<file path="src/rtl/uart_pkg.sv">
// rtl/uart_pkg.sv - shared UART receive-path constants and helpers
package uart_pkg;

    localparam int DEFAULT_PAYLOAD_BITS = 8;
    localparam int DEFAULT_ENTRY_BITS   = DEFAULT_PAYLOAD_BITS + 1;
    localparam int DEFAULT_BREAK_BIT    = DEFAULT_PAYLOAD_BITS;

    // Ceiling log2 for sizing pointers and counters at elaboration time
    function automatic int clog2(input int value);
        int result;
        result = 0;
        for (int i = 0; i < 32; i++) begin
            if ((1 << result) < value) begin
                result = result + 1;
            end
        end
        return result;
    endfunction

    // Stored entry is {break, data}; break sits just above the payload
    function automatic int entry_bits(input int payload_bits);
        return payload_bits + 1;
    endfunction

    function automatic int break_bit(input int payload_bits);
        return payload_bits;
    endfunction

endpackage

</file>
<file path="src/rtl/uart_fifo_mem.sv">
// rtl/uart_fifo_mem.sv - register array, one synchronous write port, asynchronous read port
module uart_fifo_mem
    import uart_pkg::*;
#(
    parameter int DEPTH = 16,
    parameter int WIDTH = DEFAULT_ENTRY_BITS
) (
    input  logic                      clk,
    input  logic                      wr_en,
    input  logic [clog2(DEPTH)-1:0]   wr_ptr,
    input  logic [WIDTH-1:0]          wr_data,
    input  logic [clog2(DEPTH)-1:0]   rd_ptr,
    output logic [WIDTH-1:0]          rd_data
);

    logic [WIDTH-1:0] mem [DEPTH];

    // Storage is never reset; the owner masks reads while nothing is held
    always_ff @(posedge clk) begin
        if (wr_en) begin
            mem[wr_ptr] <= wr_data;
        end
    end

    assign rd_data = mem[rd_ptr];

endmodule

</file>
<file path="src/rtl/uart_rx_fifo.sv">
// rtl/uart_rx_fifo.sv - UART receive FIFO with overflow flag; idle timer under UART_RX_FIFO_TIMEOUT_EN
module uart_rx_fifo
    import uart_pkg::*;
#(
    parameter int DEPTH          = 16,
    parameter int PAYLOAD_BITS   = DEFAULT_PAYLOAD_BITS,
    parameter int TIMEOUT_CYCLES = 1024
) (
    input  logic                     clk,
    input  logic                     reset,
    input  logic                     rx_valid,
    input  logic [PAYLOAD_BITS-1:0]  rx_data,
    input  logic                     rx_break,
    input  logic                     flush,
    output logic                     out_valid,
    input  logic                     out_ready,
    output logic [PAYLOAD_BITS-1:0]  out_data,
    output logic                     out_break,
    output logic [clog2(DEPTH):0]    fill_count,
    output logic                     full,
    output logic                     empty,
    output logic                     overflow,
    input  logic                     overflow_clr,
    output logic                     timeout
);

    localparam int AW = clog2(DEPTH);
    localparam int CW = AW + 1;
    localparam int EW = entry_bits(PAYLOAD_BITS);
    localparam int BB = break_bit(PAYLOAD_BITS);
    localparam logic [CW-1:0] DEPTH_C = CW'(DEPTH);

    logic [AW-1:0] wr_ptr;
    logic [AW-1:0] rd_ptr;
    logic [CW-1:0] count_next;
    logic [EW-1:0] wr_entry;
    logic [EW-1:0] rd_entry;
    logic          push;
    logic          pop;
    logic          overflow_set;

    assign full      = (fill_count == DEPTH_C);
    assign empty     = (fill_count == '0);
    assign out_valid = !empty;

    assign pop          = out_valid && out_ready;
    assign push         = rx_valid && (!full || pop);
    assign overflow_set = rx_valid && full && !pop && !flush;

    // A BREAK carries no meaningful data, so its payload is stored as zero
    assign wr_entry = rx_break ? {1'b1, {PAYLOAD_BITS{1'b0}}} : {1'b0, rx_data};

    uart_fifo_mem #(
        .DEPTH (DEPTH),
        .WIDTH (EW)
    ) u_mem (
        .clk     (clk),
        .wr_en   (push && !flush),
        .wr_ptr  (wr_ptr),
        .wr_data (wr_entry),
        .rd_ptr  (rd_ptr),
        .rd_data (rd_entry)
    );

    // Head entry reads as zero while the FIFO is empty
    assign out_data  = empty ? '0 : rd_entry[PAYLOAD_BITS-1:0];
    assign out_break = empty ? 1'b0 : rd_entry[BB];

    // Next fill level; flush overrides any concurrent push or pop
    always_comb begin
        count_next = fill_count;
        if (flush) begin
            count_next = '0;
        end else if (push && !pop) begin
            count_next = fill_count + 1'b1;
        end else if (pop && !push) begin
            count_next = fill_count - 1'b1;
        end
    end

    // Pointers wrap naturally at DEPTH; the explicit count separates full from empty
    always_ff @(posedge clk) begin
        if (reset || flush) begin
            wr_ptr     <= '0;
            rd_ptr     <= '0;
            fill_count <= '0;
        end else begin
            if (push) begin
                wr_ptr <= wr_ptr + 1'b1;
            end
            if (pop) begin
                rd_ptr <= rd_ptr + 1'b1;
            end
            fill_count <= count_next;
        end
    end

    // Sticky drop flag; a new drop wins over a same-cycle clear
    always_ff @(posedge clk) begin
        if (reset) begin
            overflow <= 1'b0;
        end else if (overflow_set) begin
            overflow <= 1'b1;
        end else if (overflow_clr) begin
            overflow <= 1'b0;
        end
    end

`ifdef UART_RX_FIFO_TIMEOUT_EN
    localparam int TW = clog2(TIMEOUT_CYCLES) + 1;
    localparam logic [TW-1:0] TIMEOUT_C = TW'(TIMEOUT_CYCLES);

    logic [TW-1:0] idle_cnt;

    // Count idle cycles while data sits unread; saturate at the threshold
    always_ff @(posedge clk) begin
        if (reset || flush || push || (count_next == '0)) begin
            idle_cnt <= '0;
        end else if (!empty && (idle_cnt != TIMEOUT_C)) begin
            idle_cnt <= idle_cnt + 1'b1;
        end
    end

    assign timeout = (idle_cnt == TIMEOUT_C);
`else
    // Timer not built; the threshold parameter is referenced only to keep the interface uniform
    assign timeout = (TIMEOUT_CYCLES < 0) && 1'b0;
`endif

endmodule
</file>
<file path="config.mk">
export PLATFORM = sky130hd
export DESIGN_NAME = uart_rx_fifo
export DESIGN_NICKNAME = d
export VERILOG_FILES = /design/src/rtl/uart_pkg.sv /design/src/rtl/uart_fifo_mem.sv /design/src/rtl/uart_rx_fifo.sv
export SDC_FILE = /design/constraint.sdc
export NUM_CORES = 1
export LEC_CHECK = 0
export CAP_MARGIN = 20
export CORE_MARGIN = 8
export CORE_UTILIZATION = 59
export DETAILED_ROUTE_END_ITERATION = 6
export MAX_ROUTING_LAYER = met4
export PLACE_DENSITY = 0.76
export REMOVE_ABC_BUFFERS = 1
export SLEW_MARGIN = 20
export SYNTH_ARGS = -nofsm -noshare
export SYNTH_HDL_FRONTEND = slang
export SYNTH_SLANG_ARGS = --single-unit
</file>
<file path="constraint.sdc">
create_clock -name clk -period 2.95 [get_ports clk]
set_input_delay 0.59 -clock clk [delete_from_list [all_inputs] [get_ports clk]]
set_output_delay 0.59 -clock clk [all_outputs]
set_load 0.05 [all_outputs]
</file>
==> Implementation_results.wiki, run 1 <==
{| class="wikitable"
! Metric !! Value
|-
| Worst-path cell with the longest stage delay || sky130_fd_sc_hd__mux4_2
|-
| Dominant combinational cell family by area after synthesis || multiplexers
|-
| Die area || 14800 µm²
|-
| Number of nets with antenna violations after routing || 0
|-
| Overall overflow remaining after global route || 0
|-
| Sort of element at the start of the critical path || register
|-
| Post-detailed-route DRC marker count || 0
|-
| Clock edge transition at the registers on the reported setup and hold paths || 0.06 ns
|-
| Clock Path Buffers || 2
|-
| Htree depth || 4
|-
| Basic-gate share of the synthesized area counting and, or, nand and nor cells || 0.0616
|-
| Initial antenna violation count || 0
|-
| Transition time of the tightest slew-check pin || 1.12 ns
|-
| Crit Reg-Reg Endpoint || fill_count[3]
|-
| Final Skew || 0.0129 ns
|-
| Worst EP required || 2.36 ns
|-
| TritonCTS clock tree || done
|-
| Post-route fraction of the period consumed by the critical path || 1.01
|-
| Total global-route track usage || 0.202
|-
| Highest-count cells in the layout ignoring fill and taps || sky130_fd_sc_hd__edfxtp_1 (144), sky130_fd_sc_hd__mux4_2 (36), sky130_fd_sc_hd__buf_4 (28)
|-
| Adder-cell share of the synthesized area || 0.0201
|-
| Stages on the worst setup path || 6
|-
| Count of maximum capacitance violations || 0
|-
| NumNets Final || 446
|-
| Core ar. || 10900 µm²
|-
| Synthesized area per cell || 18.5 µm²
|-
| Arrival time at the worst endpoint || 2.38 ns
|-
| Total routed wire length on the met1 layer || 5.66 mm
|-
| Wire length reported by the detailed router || 14.7 mm
|-
| Synth unique cells || 41
|-
| Routed WL per cell || 25.5 µm
|-
| DP HPWL || 8.05 mm
|-
| Status || finished with violations
|-
| # clock sinks || 162
|-
| Startpoint of the worst-slack reg-to-reg timing path || fill_count[0]
|-
| Post-synthesis sequential element count || 162
|-
| Slowest Stage Delay on Critical Path || 0.52 ns
|-
| Parity-gate share of the synthesized area counting xor and xnor cells || 0.00929
|-
| Topmost layer with routed signal wires || met4
|-
| TritonCTS Buffers || 17
|-
| Final slew viol count || 0
|-
| Growth of design area from synthesis to finish || 24.2%
|-
| Cell area after synthesis || 6600 µm²
|-
| Number of hold buffers added after CTS || 0
|-
| Die outline width || 122 µm
|-
| Number of buffer and inverter stages on the critical path || 3
|-
| First-pass DRT Iterations || 5
|-
| Violations in the final reports || negative setup slack
|-
| Setup repair after global routing missed its margin || true
|-
| Capturing element type of the critical path || output pin
|-
| Average vias per placed instance || 6.20
|-
| Clock root cell || sky130_fd_sc_hd__clkbuf_8
|-
| Number of diodes || 0
|-
| Leakage component of the power || 0.00271 µW
|-
| Reg2reg path depth || 11
|-
| Fraction of synthesized area in multiplexers || 0.140
|-
| Max IR drop VDD || 0.000422 V
|-
| Path category of the worst min-delay check || register to register
|-
| Vias in the first global route || 3723
|-
| Worst-path cell chain || buf_4, buf_16, mux4_2, a211oi_2, a211oi_2, buf_12
|-
| Setup Total Neg Slack || -0.0210 ns
|-
| WL met2 || 7.80 mm
|-
| Number of hold violations in the final report || 0
|-
| Initial drt markers || 316
|-
| Clk Latency, worst-skew pair || 0.52 ns
|-
| Proportion of synthesized chip area in sequential cells || 0.710
|-
| Leading cell type in the layout, fill and taps excluded || sky130_fd_sc_hd__edfxtp_1
|-
| Floorplan die height || 122 µm
|-
| IO buf count || 32
|-
| Setup slack of the most critical reg-to-reg path || 0.13 ns
|-
| Initial Util || 0.606
|-
| Final critical-path required period || 2.97 ns
|-
| Worst setup path class || register to output pin
|-
| Worst slew margin relative to its limit || 0.252
|-
| Fin worst setup slack || -0.0170 ns
|-
| Routed wl met3 || 990 µm
|-
| Share of cells above drive strength 1 || 0.339
|-
| Number of vias in the routed layout || 3559
|-
| Power Dens Cells || 711 nW/µm²
|-
| Compound-cell area share of the yosys netlist || 0.0404
|-
| Area post-placement || 7360 µm²
|-
| Number of top-level pins || 34
|-
| Num rows || 38
|-
| Wire length of the first global-routing pass || 20.9 mm
|-
| Critical-path maximum fanout || 12
|-
| Cells after Synth || 356
|-
| Last weighted congestion value of the routability-driven placer || 0.805
|-
| Post-route design area || 8190 µm²
|-
| Maximum number of pins on one net before global-route repair || 28
|-
| Count of warnings emitted by yosys || 0
|-
| End point of the critical path || out_data[7]
|-
| Top Family by Delay on Critical Path || multiplexers
|-
| Maximum frequency from static timing analysis || 337 MHz
|-
| Most used cell, CP || sky130_fd_sc_hd__a211oi_2
|-
| Final setup violating endpoints || 2
|}
## layout make-up
| class | count | area (µm²) |
|---|---|---|
| inverters | 6 | 22.5 |
| flip-flops and latches | 162 | 4690 |
| multi-input cells | 168 | 1930 |
| repair buffers | 66 | 772 |
| well taps | 140 | 175 |
| clock inverters | 7 | 53.8 |
| clock buffers | 25 | 549 |
| fillers | 620 | 2690 |
## synth_stat cells
library cell	count	area, µm²
sky130_fd_sc_hd__edfxtp_1	144	4320
sky130_fd_sc_hd__mux4_2	36	811
sky130_fd_sc_hd__a211oi_1	19	143
sky130_fd_sc_hd__nor2b_1	19	119
sky130_fd_sc_hd__dfxtp_1	18	360
sky130_fd_sc_hd__nor2_1	17	63.8
sky130_fd_sc_hd__and2_1	12	75.1
sky130_fd_sc_hd__mux2i_1	11	110
sky130_fd_sc_hd__ha_1	9	113
sky130_fd_sc_hd__buf_2	8	40.0
sky130_fd_sc_hd__clkbuf_1	8	30.0
sky130_fd_sc_hd__inv_1	6	22.5
sky130_fd_sc_hd__a21oi_1	5	25.0
sky130_fd_sc_hd__nor4b_1	5	43.8
sky130_fd_sc_hd__xor2_1	5	43.8
sky130_fd_sc_hd__buf_4	4	30.0
sky130_fd_sc_hd__nand3_1	3	15.0
sky130_fd_sc_hd__nand2_1	2	7.51
sky130_fd_sc_hd__o211ai_1	2	15.0
sky130_fd_sc_hd__xnor2_1	2	17.5
sky130_fd_sc_hd__a211o_1	1	8.76
sky130_fd_sc_hd__a21o_1	1	7.51
sky130_fd_sc_hd__a311o_1	1	10.0
sky130_fd_sc_hd__a31o_2	1	8.76
sky130_fd_sc_hd__and3_1	1	6.26
sky130_fd_sc_hd__and4b_1	1	10.0
sky130_fd_sc_hd__conb_1	1	3.75
sky130_fd_sc_hd__fa_1	1	20.0
sky130_fd_sc_hd__nand4_1	1	6.26
sky130_fd_sc_hd__nor3_4	1	16.3
sky130_fd_sc_hd__nor3b_1	1	7.51
sky130_fd_sc_hd__nor4_1	1	6.26
sky130_fd_sc_hd__nor4bb_1	1	10.0
sky130_fd_sc_hd__o21ai_0	1	5.00
sky130_fd_sc_hd__o21ai_1	1	5.00
sky130_fd_sc_hd__o21ai_2	1	8.76
sky130_fd_sc_hd__o311ai_1	1	8.76
sky130_fd_sc_hd__o31ai_4	1	21.3
sky130_fd_sc_hd__or2_2	1	6.26
sky130_fd_sc_hd__or3_1	1	6.26
sky130_fd_sc_hd__or4_1	1	7.51
## power by group
group | internal, µW | switching, µW
combinational | 473 | 630
clock | 1290 | 881
sequential | 2520 | 28.4
## metal layers
layer | global-route usage | vias up
met5 | - | -
met3 | 0.0444 | 18
met4 | 0.0740 | 0
met2 | 0.341 | 178
li1 | - | 1556
met1 | 0.232 | 1807
## kinds of logic (layout without fill, tap and decap cells)
logic type / count (synthesis) / after routing
buf+inv: 26 / 104
simple gates: 68 / 68
flops: 162 / 162
xor+xnor: 7 / 7
other cells: 1 / 1
mux: 47 / 47
fa+ha+maj: 10 / 10
compound gates: 35 / 35
## registers in the layout (all words and copies together), names as in the netlist, named ones only
register	cells
fill_count	5
u_mem.mem	144
overflow	1
rd_ptr	4
wr_ptr	4
## how the worst min path moves through the flow
stage | start | to | cells past startpoint
floorplan | rd_ptr[3] | register | 2
global placement | rd_ptr[3] | rd_ptr[3] | 2
detailed placement | rd_ptr[3] | register | 2
CTS | wr_ptr[1] | wr_ptr[1] | 2
global route | rd_ptr[3] | register | 2
finish | rd_ptr[3] | register | 2
## stage by stage
stage,util,total power (µW),cells,hold WS (ns),worst slack [ns]
after global routing,0.753,6000,574,0.567,-0.102
final,0.753,5830,574,0.533,-0.0170
after global placement,0.676,3550,535,0.508,0.119
after CTS,0.739,5760,570,0.538,-0.0426
after floorplan,-,3140,336,0.485,-0.811
after detailed placement,0.676,3570,535,0.519,-0.00918
## repair_timing
| action | 4_1_cts | 5_1_grt |
|---|---|---|
| endpoints found under the setup margin | 10 | 10 |
| gates cloned | 1 | 2 |
| pin swaps | 2 | 5 |
| resized for setup | 9 | 29 |
| setup buffers | 2 | 2 |
## worst register-to-register path: stages (launching register included)
cell	delay, ns
sky130_fd_sc_hd__dfxtp_1	0.38
sky130_fd_sc_hd__or4_4	0.56
sky130_fd_sc_hd__buf_4	0.17
sky130_fd_sc_hd__o31ai_4	0.19
sky130_fd_sc_hd__inv_1	0.09
sky130_fd_sc_hd__ha_1	0.22
sky130_fd_sc_hd__inv_2	0.11
sky130_fd_sc_hd__ha_1	0.24
sky130_fd_sc_hd__a21o_1	0.18
sky130_fd_sc_hd__a21oi_1	0.18
sky130_fd_sc_hd__nor4_1	0.07
sky130_fd_sc_hd__a311o_1	0.32
(Power assumes the default switching activity.)
==> run 2: changes to the inputs <==
--- a/config.mk
+++ b/config.mk
@@ -5,10 +5,11 @@
 export SDC_FILE = /design/constraint.sdc
 export NUM_CORES = 1
 export LEC_CHECK = 0
-export CAP_MARGIN = 20
+export CAP_MARGIN = 30
 export CORE_MARGIN = 8
-export CORE_UTILIZATION = 59
+export CORE_UTILIZATION = 63
 export DETAILED_ROUTE_END_ITERATION = 6
+export DONT_BUFFER_PORTS = 1
 export MAX_ROUTING_LAYER = met4
 export PLACE_DENSITY = 0.76
 export REMOVE_ABC_BUFFERS = 1
==> run 2 against run 1 <==
  * The flow now finishes without violations
  * Global-route usage is 0.55 points lower
  * Maximum frequency is 1.8% higher
  * Register-to-register slack improved by 0.12 ns
==> Implementation_results.wiki, run 2 (same netlist as run 1, synthesis figures left out) <==
{| class="wikitable"
! Metric !! Value
|-
| Fin worst setup slack || 0.0351 ns
|-
| Core ar. || 10200 µm²
|-
| Total global-route track usage || 0.196
|-
| TritonCTS clock tree || done
|-
| Setup repair after global routing missed its margin || true
|-
| Worst setup path class || register to output pin
|-
| Number of hold buffers added after CTS || 0
|-
| Number of vias in the routed layout || 3451
|-
| Final slew viol count || 0
|-
| Number of diodes || 0
|-
| Transition time of the tightest slew-check pin || 1.14 ns
|-
| Top Family by Delay on Critical Path || multiplexers
|-
| Count of maximum capacitance violations || 0
|-
| Top register by number of flip-flops || u_mem.mem
|-
| TritonCTS Buffers || 17
|-
| Wire length of the first global-routing pass || 19.8 mm
|-
| Arrival time at the worst endpoint || 2.32 ns
|-
| Pre-CTS setup slack || 0.207 ns
|-
| Last weighted congestion value of the routability-driven placer || 0.755
|-
| Vias in the first global route || 3482
|-
| Clk Latency, worst-skew pair || 0.53 ns
|-
| Path category of the worst min-delay check || primary input to register
|-
| Die area || 14000 µm²
|-
| Worst-path cell chain || mux4_2, nor2b_1, a211oi_1, a211oi_2, buf_4
|-
| Initial Util || 0.645
|-
| Wire length reported by the detailed router || 14.2 mm
|-
| Number of nets with antenna violations after routing || 0
|-
| Leading cell type in the layout, fill and taps excluded || sky130_fd_sc_hd__edfxtp_1
|-
| Sort of element at the start of the critical path || register
|-
| Routed WL per cell || 25.9 µm
|-
| Clock root cell || sky130_fd_sc_hd__clkbuf_8
|-
| Number of top-level pins || 34
|-
| Worst slew margin relative to its limit || 0.241
|-
| Power Dens Cells || 722 nW/µm²
|-
| Num rows || 37
|-
| Post-detailed-route DRC marker count || 0
|-
| Worst EP required || 2.36 ns
|-
| # clock sinks || 162
|-
| Max IR drop VDD || 0.000518 V
|-
| Post-route fraction of the period consumed by the critical path || 0.988
|-
| Largest registers || u_mem.mem x144, fill_count x5
|-
| Slowest Stage Delay on Critical Path || 0.50 ns
|-
| Leakage component of the power || 0.00258 µW
|-
| Final Power || 5700 µW
|-
| DP HPWL || 7.50 mm
|-
| Growth of design area from synthesis to finish || 19.7%
|-
| IO buf count || 0
|-
| Capturing element type of the critical path || output pin
|-
| Critical-path maximum fanout || 6
|-
| Share of cells above drive strength 1 || 0.351
|-
| Final Skew || 0.0123 ns
|-
| Htree depth || 4
|-
| Initial antenna violation count || 0
|-
| Highest-count cells in the layout ignoring fill and taps || sky130_fd_sc_hd__edfxtp_1 (144), sky130_fd_sc_hd__mux4_2 (36), sky130_fd_sc_hd__buf_4 (26)
|-
| Initial drt markers || 376
|-
| Overall overflow remaining after global route || 0
|-
| Final setup violating endpoints || 0
|-
| Floorplan die height || 118 µm
|-
| Number of buffer and inverter stages on the critical path || 1
|-
| Maximum frequency from static timing analysis || 343 MHz
|-
| Worst-path cell with the longest stage delay || sky130_fd_sc_hd__mux4_2
|-
| NumNets Final || 422
|-
| Average vias per placed instance || 6.32
|-
| Clock Path Buffers || 2
|-
| Clock edge transition at the registers on the reported setup and hold paths || 0.06 ns
|-
| Status || completed
|-
| Maximum number of pins on one net before global-route repair || 37
|-
| Number of hold violations in the final report || 0
|-
| Final critical-path required period || 2.91 ns
|-
| Number of flip-flops in the largest register || 144
|-
| Filler Cell Count || 537
|-
| First-pass DRT Iterations || 4
|-
| Die outline width || 118 µm
|}
[run 2: changes by cell type in the layout (fill, tap and decap cells not counted), moves of 3 or more]
cell                              change
sky130_fd_sc_hd__buf_6                +3
sky130_fd_sc_hd__clkdlybuf4s50_1     -20
sky130_fd_sc_hd__buf_12               -6
sky130_fd_sc_hd__clkbuf_16            -5
sky130_fd_sc_hd__bufinv_16            +3
[run 2: routing by layer]
metal,wire [µm],track usage,vias to the layer above
met1,5570,0.235,1754
met4,242,0.0665,0
met5,0,-,-
met3,975,0.0509,20
met2,7370,0.319,169
li1,-,-,1508
[run 2: worst reg2reg max path: cells and delay by family, from the launching register on]
kind / cells / cell delay [ns]
compound gates: 4 / 0.93
fa+ha+maj: 2 / 0.46
simple gates: 2 / 0.64
flops: 1 / 0.32
buf+inv: 2 / 0.24
[run 2: power breakdown]
group          switching (µW)  internal (µW)  total [µW]  leakage [µW]
clock network             874           1380        2260      0.000296
registers                20.3           2520        2540       0.00146
logic                     582            320         903      0.000826
total                    1480           4230        5700       0.00258
[run 2: layout make-up]
| type | count | area, µm² | area share |
|---|---|---|---|
| Multi-Input combinational cell | 168 | 1930 | 0.244 |
| Clock inverter | 11 | 153 | 0.0193 |
| Inverter | 6 | 22.5 | 0.00285 |
| Timing Repair Buffer | 42 | 468 | 0.0593 |
| Tap cell | 136 | 170 | 0.0215 |
| Sequential cell | 162 | 4690 | 0.594 |
| Clock buffer | 21 | 469 | 0.0594 |
[run 2: worst paths after layout]
path,startpoint,to,slack (ns),cells past startpoint
worst min-delay path,reset,overflow,0.13,1
worst min register to register,wr_ptr[1],wr_ptr[1],0.54,2
worst max-delay path,register,out_data[4],0.04,5
worst max register to register,fill_count[3],fill_count[3],0.25,10
[run 2: stage by stage]
stage	hold WS (ns)	setup TNS [ns]	instances	util	instance area (µm²)
detailed placement	0.527	0	501	0.684	7000
floorplan	0.485	-7.76	336	-	6500
finish	0.128	0	546	0.772	7900
CTS	0.112	-0.00456	534	0.754	7710
global route	0.107	-0.0224	546	0.772	7900
global placement	0.511	0	501	0.684	7000
[run 2: timing repair]
item,in CTS,in global routing
setup endpoints to repair,8,9
resized for setup,13,10
pin swaps,0,5
buffers inserted,0,4
endpoints found under the hold margin,0,0
gates cloned,1,3
==> RTL edit, RTL diff (config.mk and constraints of run 1) <==
`DEPTH` is set to 16 in 2 places; all go to 32.
--- a/src/rtl/uart_fifo_mem.sv
+++ b/src/rtl/uart_fifo_mem.sv
@@ -2,7 +2,7 @@
 module uart_fifo_mem
     import uart_pkg::*;
 #(
-    parameter int DEPTH = 16,
+    parameter int DEPTH = 32,
     parameter int WIDTH = DEFAULT_ENTRY_BITS
 ) (
     input  logic                      clk,
--- a/src/rtl/uart_rx_fifo.sv
+++ b/src/rtl/uart_rx_fifo.sv
@@ -2,7 +2,7 @@
 module uart_rx_fifo
     import uart_pkg::*;
 #(
-    parameter int DEPTH          = 16,
+    parameter int DEPTH          = 32,
     parameter int PAYLOAD_BITS   = DEFAULT_PAYLOAD_BITS,
     parameter int TIMEOUT_CYCLES = 1024
 ) (
Ports: changed (resized fill_count); port bits go from 34 to 35. No check against the original RTL was run, so the function may have changed too.
==> RTL edit against run 1 <==
The run still ends with setup timing left. Synthesized area rose by 86%. First-iteration DRC count rose by 130%. Worst hold slack got worse by 0.058 ns. Largest cell class unchanged. Routed wire length rose by 83%. Synthesized cell count rose by 71%. Setup slack got worse by 0.35 ns. Cell area rose by 77%. Maximum frequency fell by 11%. Sequential share of layout area rose by 5.4 points. Sequential cell count rose by 148. Power rose by 86%. Critical path depth rose by 1. Combinational power rose by 110%. Critical endpoint is now out_data[2].
==> RTL edit: results (changes against run 1) <==
| Metric | Value |
|---|---|
| Met1 Use GR | 27.52% (+4.3 points) |
| Failing checks | setup timing |
| Commonest cells in the netlist | edfxtp_1, mux4_2, nor2_1 |
| Clock buffer depth | 3 (+1) |
| H-tree depth | 1 (-3) |
| Post-CTS Resized | 6 (-3) |
| Arrival time worst endpoint | 2.73 ns (+0.35 ns) |
| HP Start | overflow |
| Setup ws final | -0.3655 ns (-0.3485 ns) |
| Synth top area cells | edfxtp_1, mux4_2, dfxtp_1 |
| Largest register FFs | 288 (+100%) |
| Status | complete, but fails checks |
| Largest registers | u_mem.mem (288), fill_count (6) |
| # setup viols final | 9 (+7) |
| Wire per inst | 26.39 um (+3.4%) |
| Num CTS Buffers | 30 (+13) |
| Vias in the first global route | 6384 (+71%) |
| Placed cell areas | 13450 sq um (+83%) |
| Worst Skew | 0.01856 ns (+0.005706 ns) |
| Max IR drop VDD | 0.0007214 V (+71%) |
| Met2 Track Usage GR | 33.55% (-0.58 points) |
| First-pass GRT wire length | 39070 um (+87%) |
| Largest net degree at the start of global routing | 40 (+43%) |
| Share of cells above drive strength 1 | 29.86% (-4.0 points) |
| DR WL met2 | 13460 um (+73%) |
| Worst-path maximum fanout | 5 (-7) |
| Post-synthesis sequential area ratio | 73.96% (+3.0 points) |
| Post-CTS Setup Repair Bufs | 3 (+1) |
| Post-route setup TNS | -2.983 ns (-2.961 ns) |
| Vias post-DR | 6345 (+78%) |
| Slew @ Worst Pin | 0.8353 ns (-0.2851 ns) |
| GPL Wtd Cong | 0.8456 (+5.0%) |
| Reg2reg end | fill_count[5] |
| Later-pin clock latency in the skew report | 0.55 ns (+0.03 ns) |
| DP HPWL | 15870 um (+97%) |
| Met3 wire len | 1920 um (+94%) |
| WL met1 | 10730 um (+89%) |
==> RTL edit: report_power, final <==
group	switching (uW)	internal, uW
Sequential	46.0	4840
Combinational	1300	1030
Clock	1520	2090
Total	2860	7960
==> RTL edit: kinds of logic (layout without fill, tap and decap cells) <==
group | count (synthesis) | in the layout | synth area share, %
AOI/OAI and AO/OA | 35 | 35 | 2.230
buffers and inverters | 46 | 176 | 1.894
muxes | 92 | 92 | 15.83
other | 1 | 1 | 0.03051
DFF | 310 | 310 | 73.96
adders and majority gates | 11 | 11 | 1.181
and+or+nand+nor | 104 | 104 | 4.093
xor gates and xnor gates | 11 | 11 | 0.7839
==> RTL edit: how the worst max path moves through the flow <==
stage                          from            end  slack [ns]
final                          flop    out_data[2]       -0.37
after global routing           flop    out_data[7]       -0.41
after CTS                      flop      out_break       -0.38
after detailed placement  out_ready  fill_count[5]       -0.07
after global placement    out_ready  fill_count[5]      -0.002
after floorplan                flop    out_data[0]       -2.10
==> RTL edit: per-stage QoR <==
step                      cells  setup WS (ns)  hold slack, ns
after floorplan             581         -2.098          0.4625
after global placement      952      -0.002387          0.4587
after detailed placement    952       -0.07371          0.4756
after CTS                  1011        -0.3764          0.4862
after global routing       1015        -0.4105          0.5118
final                      1015        -0.3655          0.4758
==> RTL edit: layout make-up <==
cell class | count | area [sq um]
repair buffers | 103 | 1086
well taps | 275 | 344.1
clock buffers | 39 | 805.8
flip-flops and latches | 310 | 9097
fillers | 1208 | 6237
multi-input cells | 254 | 2994
clock inverters | 17 | 127.6
inverters | 17 | 63.81
==> RTL edit: critical path: cells and delay by family (launching register included) <==
family | cells | cell delay (ns)
buffers and inverters | 4 | 0.58
AOI/OAI and AO/OA | 1 | 0.16
DFF | 1 | 0.36
muxes | 2 | 1.06
